## src/rtl/estagio_id_ex.sv

```systemverilog
// ID/EX pipeline register. Captures the decoded instruction plus the register
// bank read values, detects load-use hazards (stalling IF/ID and inserting a
// bubble into EX), honours flush and downstream hold, and counts bubbles.
module estagio_id_ex #(
  parameter int unsigned LARGURA_DADO     = 32,
  parameter int unsigned LARGURA_CONTADOR = 32
) (
  input  logic                        clock,
  input  logic                        reset,
  input  logic                        valid_id,
  input  logic [LARGURA_DADO-1:0]     pc_id,
  input  logic [4:0]                  rs_id,
  input  logic [4:0]                  rt_id,
  input  logic [4:0]                  rd_id,
  input  logic                        usa_rt_id,
  input  logic [LARGURA_DADO-1:0]     dado_rs_id,
  input  logic [LARGURA_DADO-1:0]     dado_rt_id,
  input  logic [LARGURA_DADO-1:0]     imediato_id,
  input  logic                        escreve_reg_id,
  input  logic                        le_mem_id,
  input  logic                        escreve_mem_id,
  input  logic                        usa_imediato_id,
  input  logic [3:0]                  ula_op_id,
  input  logic                        flush,
  input  logic                        stall_externo,
  output logic                        valid_ex,
  output logic [LARGURA_DADO-1:0]     pc_ex,
  output logic [4:0]                  rs_ex,
  output logic [4:0]                  rt_ex,
  output logic [4:0]                  rd_ex,
  output logic [LARGURA_DADO-1:0]     dado_rs_ex,
  output logic [LARGURA_DADO-1:0]     dado_rt_ex,
  output logic [LARGURA_DADO-1:0]     imediato_ex,
  output logic                        escreve_reg_ex,
  output logic                        le_mem_ex,
  output logic                        escreve_mem_ex,
  output logic                        usa_imediato_ex,
  output logic [3:0]                  ula_op_ex,
  output logic                        stall_id,
  output logic [LARGURA_CONTADOR-1:0] contador_bolhas
);

  typedef struct packed {
    logic                    valid;
    logic [LARGURA_DADO-1:0] pc;
    logic [4:0]              rs;
    logic [4:0]              rt;
    logic [4:0]              rd;
    logic [LARGURA_DADO-1:0] dado_rs;
    logic [LARGURA_DADO-1:0] dado_rt;
    logic [LARGURA_DADO-1:0] imediato;
    logic                    escreve_reg;
    logic                    le_mem;
    logic                    escreve_mem;
    logic                    usa_imediato;
    logic [3:0]              ula_op;
  } campos_t;

  campos_t                     ex_q, ex_d, carga;
  logic [LARGURA_CONTADOR-1:0] contador_q, contador_d;
  logic                        risco;

  // Load-use hazard: the load in EX writes a register the ID instruction reads.
  assign risco = ex_q.valid & ex_q.le_mem & ex_q.escreve_reg & (ex_q.rd != 5'd0) & valid_id &
                 ((rs_id == ex_q.rd) | (usa_rt_id & (rt_id == ex_q.rd)));

  // Stall is held low during reset so upstream stages are not frozen by it.
  assign stall_id = reset & (risco | stall_externo);

  // Fields presented for a normal load; an invalid slot carries no side effects.
  always_comb begin
    carga              = '0;
    carga.valid        = valid_id;
    carga.pc           = pc_id;
    carga.rs           = rs_id;
    carga.rt           = rt_id;
    carga.rd           = rd_id;
    carga.dado_rs      = dado_rs_id;
    carga.dado_rt      = dado_rt_id;
    carga.imediato     = imediato_id;
    carga.escreve_reg  = valid_id & escreve_reg_id;
    carga.le_mem       = valid_id & le_mem_id;
    carga.escreve_mem  = valid_id & escreve_mem_id;
    carga.usa_imediato = valid_id & usa_imediato_id;
    carga.ula_op       = ula_op_id;
  end

  // Next EX contents and counter: flush > external hold > bubble > load.
  always_comb begin
    ex_d       = ex_q;
    contador_d = contador_q;
    if (flush) begin
      ex_d = '0;
    end else if (stall_externo) begin
      ex_d = ex_q;
    end else if (risco) begin
      ex_d = '0;
      if (contador_q != '1) begin
        contador_d = contador_q + LARGURA_CONTADOR'(1);
      end
    end else begin
      ex_d = carga;
    end
  end

  // Pipeline register and saturating bubble counter.
  always_ff @(posedge clock or negedge reset) begin
    if (!reset) begin
      ex_q       <= '0;
      contador_q <= '0;
    end else begin
      ex_q       <= ex_d;
      contador_q <= contador_d;
    end
  end

  assign valid_ex        = ex_q.valid;
  assign pc_ex           = ex_q.pc;
  assign rs_ex           = ex_q.rs;
  assign rt_ex           = ex_q.rt;
  assign rd_ex           = ex_q.rd;
  assign dado_rs_ex      = ex_q.dado_rs;
  assign dado_rt_ex      = ex_q.dado_rt;
  assign imediato_ex     = ex_q.imediato;
  assign escreve_reg_ex  = ex_q.escreve_reg;
  assign le_mem_ex       = ex_q.le_mem;
  assign escreve_mem_ex  = ex_q.escreve_mem;
  assign usa_imediato_ex = ex_q.usa_imediato;
  assign ula_op_ex       = ex_q.ula_op;
  assign contador_bolhas = contador_q;

endmodule

```

## config.mk

```make
export PLATFORM = sky130hd
export DESIGN_NAME = estagio_id_ex
export DESIGN_NICKNAME = d
export VERILOG_FILES = /design/src/rtl/estagio_id_ex.sv
export SDC_FILE = /design/constraint.sdc
export NUM_CORES = 1
export LEC_CHECK = 0
export ABC_AREA = 1
export ABC_CLOCK_PERIOD_IN_PS = 2050
export CAP_MARGIN = 10
export CORE_MARGIN = 4
export CORE_UTILIZATION = 45
export CTS_BUF_LIST = sky130_fd_sc_hd__clkbuf_2
export DETAILED_ROUTE_END_ITERATION = 10
export GPL_TIMING_DRIVEN = 0
export MAX_ROUTING_LAYER = met4
export PLACE_DENSITY = 0.89
export SLEW_MARGIN = 0
export SYNTH_ARGS = -nofsm -noshare
export SYNTH_HDL_FRONTEND = slang
export SYNTH_SLANG_ARGS = --single-unit
```

## constraint.sdc

```tcl
create_clock -name clock -period 2.05 [get_ports clock]
set_input_delay 0.5125 -clock clock [delete_from_list [all_inputs] [get_ports clock]]
set_output_delay 0.5125 -clock clock [all_outputs]
set_load 0.01 [all_outputs]
```

=== Yosys cells after proc, flatten, opt, wreduce, memory -nomap -nowiden ===
Index checks and enable logic that the tools add are counted.

* Reductions and logical operators: 2
* Bitwise logic cells: 15
* Add/subtract/negate cells: 1
* Mux-type cells: 3
* Equality and inequality tests: 4

{| class="wikitable"
|+ Operators with widths
! kind !! count
|-
| $mux 152 || 3
|-
| $add 32x1->32 const B || 1
|-
| $ne 32x32->1 const B || 1
|-
| $and 1x1->1 || 11
|-
| $eq 5x5->1 || 2
|-
| $reduce_bool 5->1 || 1
|-
| $reduce_and 4->1 || 1
|-
| $ne 2x2->1 const B || 1
|-
| $not 1->1 || 2
|-
| $or 1x1->1 || 2
|}

* Word-level logic and storage cells: 39
* Input port bits: 157
* Register bits: 184
* Output and inout port bits: 185

=== Depth between registers and ports, before layout ===
Gate-level depths: netlist (run 1).

* Depth in word-level cells: 8
* Gate-level depth with buffers: 12
* Mapped depth without buffers: 10

=== Worst setup path after synthesis (run 1) ===
OpenSTA, ideal clock, no wires.

* Kind: input-to-output
* Start: in rt_id[1]
* End: out stall_id
* Slack: 0.020 ns
* Required time: 1.537 ns
* Path buffers: 1
* Stages: 9
* Arrival: 1.518 ns
* Cells stage by stage: inv_1 nand2_1 nand2_1 nor2_1 nand3_1 nand2_2 nand2_2 clkbuf_1 a21boi_0

* Word-level cells in the longest chain between the ends: 6

{| class="wikitable"
|+ Ends and longest elaborated chain
! item !! line !! source
|-
| start: declaration || 13 || <nowiki>input logic [4:0] rt_id,</nowiki>
|-
| $eq 5x5->1 || 65 || <nowiki>((rs_id == ex_q.rd) | (usa_rt_id & (rt_id == ex_q.rd)));</nowiki>
|-
| $and 1x1->1 || 65 ||
|-
| $or 1x1->1 || 65 ||
|-
| $and 1x1->1 || 64 || <nowiki>assign risco = ex_q.valid & ex_q.le_mem & ex_q.escreve_reg & (ex_q.rd != 5'd0) & valid_id &</nowiki>
|-
| $or 1x1->1 || 68 || <nowiki>assign stall_id = reset & (risco | stall_externo);</nowiki>
|-
| $and 1x1->1 || 68 ||
|-
| end: declaration || 39 || <nowiki>output logic stall_id,</nowiki>
|}

No other way between the ends.

=== Worst setup path after layout (run 1) ===
* Start: reg ex_q, in the netlist rd_ex[0]
* End: out stall_id

* Word-level cells in the longest chain between the ends: 6
* Elaborated cells on any way between the ends: 10
* Those cells by class: 2 x eq/ne; 7 x bitwise; 1 x reduce/logical

{| class="wikitable"
|+ Ends and longest elaborated chain
! item !! line !! source
|-
| start: declaration || 59 || <nowiki>campos_t ex_q, ex_d, carga;</nowiki>
|-
| start signal: assignment || 109 || <nowiki>ex_q <= '0;</nowiki>
|-
| start signal: assignment || 112 || <nowiki>ex_q <= ex_d;</nowiki>
|-
| $eq 5x5->1 or $reduce_bool 5->1 (tied branches) || 65, 64 ||
|-
| $and 1x1->1 (on tied branches) || 65, 64 ||
|-
| $or 1x1->1 or $and 1x1->1 (tied branches) || 65, 64 ||
|-
| $and 1x1->1 * || 64 ||
|-
| $or 1x1->1 * || 68 ||
|-
| $and 1x1->1 * || 68 ||
|}

Every way passes the cells marked *; elsewhere a longest branch is shown, timed or not.

==> results of run 1 <==
[cell type report]
class,instances,area share [%]
flip-flops and latches,184,36.5
repair buffers,467,29.4
multi-input cells,771,26.5
plain buffers,54,2.37
well taps,229,2.26
inverters,41,1.21
clock inverters,13,1.13
clock buffers,18,0.711
diodes,1,0.0197
[logic make-up after synthesis]
group,after synthesis,share of synthesized area (%)
flops,184,55.4
xor+xnor,22,2.32
buf+inv,95,4.77
compound gates,7,0.451
simple gates,741,36.9
fa+ha+maj,1,0.150
[metrics by stage]
| stage | utilization, % | cell area, um2 | cells | power [uW] |
|---|---|---|---|---|
| 2_1_floorplan | - | 8310 | 1050 | 4290 |
| 3_3_place_gp | 66.4 | 12000 | 1620 | 5110 |
| 3_5_place_dp | 66.6 | 12000 | 1621 | 5150 |
| 4_1_cts | 71.0 | 12800 | 1726 | 7020 |
| 5_1_grt | 70.1 | 12700 | 1778 | 7280 |
| 6_report | 70.1 | 12700 | 1778 | 6990 |
[report_power, final]
part / switching, uW / internal (uW) / leakage [uW] / total (uW)
Sequential: 102 / 3800 / 0.00245 / 3900
Combinational: 565 / 602 / 0.00430 / 1170
Clock: 1340 / 576 / 0.000139 / 1920
Total: 2010 / 4980 / 0.00689 / 6990
[critical path, delay by kind of cell, from the launching register on]
family	cells	cell delay [ns]
buffers and inverters	3	0.37
AND/OR/NAND/NOR	6	0.54
flip-flops	1	0.48
AO/OA/AOI/OAI	1	0.10
[synthesized netlist by cell type (all sizes together)]
library cell	instances	area share (%)
nand4	11	0.83
nor3	12	0.72
nor2	55	2.7
buf	24	1.6
xnor2	6	0.63
nand2	496	22
inv	41	1.9
clkbuf	30	1.4
a21boi	1	0.090
dfrtp	184	55
xor2	16	1.7
ha	1	0.15
nand3	161	9.7
o21ai	6	0.36
nand3b	6	0.54
[state kept, by name, summed over array words and instances (netlist names), 4 cells and up]
name             flops
contador_bolhas     32
dado_rs_ex          32
dado_rt_ex          32
imediato_ex         32
pc_ex               32
rd_ex                5
rs_ex                5
rt_ex                5
ula_op_ex            4
[layer usage]
metal | GRT usage (%) | vias up | share of wire (%)
li1 | - | 4283 | -
met1 | 33.6 | 4380 | 37
met2 | 49.9 | 410 | 52
met3 | 6.79 | 88 | 8.0
met4 | 11.1 | 0 | 3.8
met5 | - | - | 0
[how the worst min path moves through the flow]
stage | startpoint | to | slack [ns]
finish | reset | contador_bolhas[6] | -0.36
global route | reset | contador_bolhas[6] | -0.36
CTS | reset | contador_bolhas[6] | -0.37
detailed placement | imediato_ex[0] | imediato_ex[0] | 0.46
global placement | pc_ex[20] | pc_ex[20] | 0.46
floorplan | reset | contador_bolhas[0] | 0.22
[what timing repair did]
item | CTS | global route
resized for setup | 450 | 174
pin swaps | 6 | 7
setup buffers | 74 | 51
endpoints found under the setup margin | 290 | 320
hold endpoints to repair | 82 | 82
==> key figures, run 1 <==
Route
  – Vias: 9,161
  – Wirelength per Cell: 17.1 um
  – Antenna-violating nets left: 0
  – Residual DRC: 0
  – DR iter-0 viols: 684
  – Final WL: 30.5 mm
  – Vias per cell: 5.15
  – First-pass detailed-route iteration total: 7

Worst setup path
  – Register-to-Register Path Depth: 13
  – Critical Path Sink: stall_id
  – Worst reg2reg setup slack: ~0.080 ns
  – Worst EP arrival: 2.25 ns
  – Peak per-stage delay on the critical path: 0.48 ns
  – CP max FO: 4
  – Worst EP required: 1.54 ns
  – Worst setup EP type: output pin
  – Setup crit start kind: register
  – Worst Path Class, Setup: register to output pin
  – Critical path's most frequent cell: nand2_1
  – R2r endpoint: contador_bolhas[30]
  – Crit. Startpoint: rd_ex[0]
  – Critical path's slowest cell: dfrtp_1
  – CP Cell Sequence: inv_2, nand2_1, nand2_1, nor2_1, nand3_1, nand2_4, nand2_8, clkbuf_8, a21boi_2, buf_2
  – Worst R2R Start: contador_bolhas[1]

Place
  – Post-DP HPWL: about 22 mm
  – Pre-CTS WS: -1.30 ns
  – I/O Buffers: 341
  – GP Congestion: roughly 0.95

Logic synthesis
  – Synthesized area per cell: 7.92 um2
  – Sequential share of the synthesized area: 55.4%
  – Synthesized Nets: 1,208
  – Seq cells post-synth: 184
  – Yosys warns: 0
  – Synth unique cells: 22
  – Post-Syn Area: slightly above 8000 um2
  – Syn Inst Count: 1,050

Clock network
  – CTS tree: done
  – CTS H-tree lvls: 4
  – Clk sinks: 184
  – CTS Buf Count: 17
  – CTS clock-pin slew for the worst setup and hold paths: 0.29 ns
  – Root Buffer: clkbuf_2
  – Clock Latency Late Sink: 0.78 ns
  – Max clock buf depth: 2

Global route
  – Largest net degree at the start of global routing: 104
  – Initial antenna violation count: 1
  – Number of global-route vias before repair: 8,952
  – GRT Total Usage: 29.3%
  – Global route overflow: 0
  – First-pass GRT wire length: roughly 46 mm

STA
  – Setup_tns: -0.709 ns
  – Unrepaired setup endpoints after global routing: yes
  – Final Hold Fails: 82
  – Endpoints failing setup: 1
  – Hold_ws: -0.363 ns
  – FMAX: around 0.36 GHz
  – Max_slew headroom: 52.6%
  – Slew @ Worst Pin: 0.711 ns
  – Final worst path period need: 2.76 ns
  – Clk_skew: between 0.05 and 0.06 ns
  – Slew Viols, Final: 0
  – Post-route clock period utilization: 135%
  – Final WS setup: -0.709 ns

Run
  – Total of max-cap violations: 0

Floorplan
  – I/O pin cnt: 342
  – Site Rows: 49
  – Width of the die: 144 um
  – Starting Density: 46.0%
  – Die area: 20,700 um2
  – Die height: 144 um
  – Core area: ~18,000 um2

Cells and area
  – Final-stage net count: about 1,700
  – Fillers: 1,350
  – Most frequent cells in the layout: nand2_1, dfrtp_1, nand3_1
  – Share of cells above drive strength 1: roughly a quarter
  – Most common cell after layout, fill and taps aside: nand2_1
  – Multi-input logic area: 3350 um2
  – Area delta synth->final: 52.4%
  – Register area: 4620 um2

Pwr
  – Static leakage: just under 0.007 uW
  – PwrDens: 552 nW/um2
  – Peak supply drop: roughly 0.37 mV

Status
  – Failing checks: hold timing, setup timing
  – Status: complete, but fails checks

Hold path
  – Hold Crit Class: primary input to async pin
No activity file was read; power rests on OpenSTA's default activity.
==> run 2, diff against run 1 <==
CORE_MARGIN = unset   (was 4)
==> run 2 against run 1 <==
  * The run still ends with hold timing, setup timing left
  * Hold slack better by 0.071 ns
  * Power decreased by 4.4%
  * Non-clock buffer count shrank 18
  * Final cell count is 1.0% lower
  * Flip-flop and latch count is the same
  * Fmax up 3.3%
  * Register-to-register slack hardly changed
  * Critical endpoint unchanged
  * Largest cell class unchanged
  * Highest routed layer unchanged
==> key figures, run 2 (synthesis gave the netlist of run 1 again) <==
Route
  – First-pass detailed-route iteration total: 5 (-2)
  – Antenna-violating nets left: 0 (unchanged)
  – Wirelength per Cell: 16.9 um (-1.5%)
  – Vias per cell: 5.13 (-0.34%)
  – Residual DRC: 0 (unchanged)
  – DR iter-0 viols: 610 (-11%)
  – Vias: 9,037 (-1.4%)
  – Final WL: 29.7 mm (-2.5%)

Global route
  – Initial antenna violation count: 1 (unchanged)
  – Largest net degree at the start of global routing: 101 (-2.9%)
  – Global route overflow: 0 (unchanged)
  – GRT Total Usage: 31.4% (+2.2 points)
  – First-pass GRT wire length: 44.1 mm (-4.1%)
  – Number of global-route vias before repair: 8,596 (-4.0%)

Clock network
  – Clock Latency Late Sink: 0.73 ns (-0.05 ns)
  – Clk sinks: 184 (unchanged)
  – CTS clock-pin slew for the worst setup and hold paths: 0.26 ns (-0.03 ns)
  – CTS Buf Count: 17 (unchanged)
  – Max clock buf depth: 2 (unchanged)
  – CTS H-tree lvls: 4 (unchanged)
  – CTS tree: done
  – Root Buffer: clkbuf_2

Worst setup path
  – Crit. Startpoint: rd_ex[1]
  – Worst setup EP type: output pin
  – R2r endpoint: dado_rs_ex[3]
  – Worst Path Class, Setup: register to output pin
  – Worst EP arrival: 2.16 ns (-0.09 ns)
  – CP max FO: 4 (unchanged)
  – Register-to-Register Path Depth: 10 (-3)
  – Setup crit start kind: register
  – Worst EP required: 1.54 ns (about the same)
  – Worst R2R Start: rd_ex[3]
  – Worst reg2reg setup slack: 0.08 ns (about the same)

Pwr
  – Peak supply drop: 0.354 mV (-5.3%)
  – Static leakage: 0.00681 uW (-1.1%)
  – PwrDens: 518 nW/um2 (-6.1%)

STA
  – Final worst path period need: 2.67 ns (-0.0890 ns)
  – Unrepaired setup endpoints after global routing: yes
  – Slew @ Worst Pin: 0.715 ns (+0.00407 ns)
  – Hold_ws: -0.292 ns (+0.0707 ns)
  – Post-route clock period utilization: 130% (-4.3 points)
  – Max_slew headroom: 52.3% (-0.27 points)
  – Final WS setup: -0.620 ns (+0.0890 ns)
  – Slew Viols, Final: 0 (unchanged)
  – Clk_skew: 0.0440 ns (-0.00615 ns)
  – Final Hold Fails: 84 (+2.4%)
  – Endpoints failing setup: 1 (unchanged)
  – FMAX: 0.375 GHz (+3.3%)

Floorplan
  – Site Rows: 49 (unchanged)
  – Die area: 19,000 um2 (-8.2%)
  – Width of the die: 138 um (-4.2%)
  – Die height: 138 um (-4.2%)
  – I/O pin cnt: 342 (unchanged)
  – Core area: 18,000 um2 (-0.34%)
  – Starting Density: 46.1% (+0.16 points)

Place
  – GP Congestion: 0.927 (-2.8%)
  – Post-DP HPWL: 20.7 mm (-3.9%)
  – I/O Buffers: 341 (unchanged)

Cells and area
  – Fillers: 1,348 (-0.15%)
  – Most frequent cells in the layout: nand2_1, dfrtp_1, nand3_1
  – Final-stage net count: 1,676 (-1.1%)
  – Final core utilization: 71.5% (+1.5 points)
  – Most common cell after layout, fill and taps aside: nand2_1
  – Area delta synth->final: 55.1%
  – Share of cells above drive strength 1: 15.7% (-7.8 points)

Run
  – Total of max-cap violations: 0 (unchanged)

Status
  – Failing checks: hold timing, setup timing
  – Status: complete, but fails checks

Hold path
  – Hold Crit Class: primary input to async pin
==> run 2: changes by cell type in the layout (fill, tap and decap cells not counted), moves of 3 or more <==
cell	delta
dlygate4sd2_1	+19
clkbuf_1	+3
clkdlybuf4s15_1	+81
clkinv_1	+3
buf_2	-29
clkbuf_2	-67
clkbuf_4	-5
buf_4	-18
==> run 2: how the worst max path moves through the flow <==
stage	endpoint	slack, ns	depth (start not counted)
detailed placement	stall_id	-1.28	11
floorplan	stall_id	0.02	9
global placement	dado_rt_ex[19]	-7.21	1
CTS	stall_id	-0.68	10
global route	stall_id	-0.80	10
finish	stall_id	-0.62	10
==> run 2: final cells by class <==
cell class / instances / area (um2) / share of cell area, %
flip-flops and latches: 184 / 4620 / 35.9
repair buffers: 449 / 4030 / 31.3
multi-input cells: 771 / 3340 / 25.9
plain buffers: 54 / 289 / 2.24
well taps: 229 / 287 / 2.22
inverters: 41 / 154 / 1.19
clock buffers: 18 / 90.1 / 0.699
clock inverters: 13 / 80.1 / 0.621
diodes: 1 / 2.50 / 0.0194
==> run 2: worst max-delay path: stages, from the launching register on <==
cell      delay [ns]
dfrtp_1         0.47
inv_2           0.08
nand2_1         0.06
nand2_1         0.06
nor2_2          0.11
nand3_1         0.10
nand2_2         0.10
nand2_4         0.07
buf_8           0.12
a21boi_1        0.10
buf_2           0.16
==> run 2: per-stage QoR <==
stage / TNS [ns] / setup WS (ns) / instances / area (um2) / power, uW
floorplan: 0 / 0.0197 / 1050 / 8310 / 4290
global placement: -1441.42 / -7.21 / 1620 / 12000 / 5110
detailed placement: -119.12 / -1.28 / 1621 / 12000 / 5140
CTS: -0.745 / -0.680 / 1723 / 12600 / 6660
global route: -1.61 / -0.802 / 1760 / 12900 / 6980
finish: -0.620 / -0.620 / 1760 / 12900 / 6680
==> run 2: what timing repair did <==
| action | CTS | global route |
|---|---|---|
| buffers inserted | 70 | 36 |
| resized for setup | 290 | 165 |
| setup endpoints to repair | 290 | 193 |
| pin swaps | 5 | 4 |
| cloned | 1 | 0 |
| endpoints found under the hold margin | 84 | 84 |
==> run 2: where the power goes <==
| group | leakage, uW | switching, uW | internal [uW] | total, uW |
|---|---|---|---|---|
| registers | 0.00244 | 101 | 3800 | 3900 |
| logic | 0.00425 | 558 | 628 | 1190 |
| clock network | 0.000112 | 1290 | 306 | 1590 |
==> run 2: layer usage <==
layer / wire [um] / track usage, % / vias to the layer above
met5: 0 / - / -
li1: - / - / 4248
met4: 1420 / 14.4 / 0
met3: 2360 / 7.71 / 106
met1: 11200 / 36.8 / 4228
met2: 14800 / 51.1 / 455
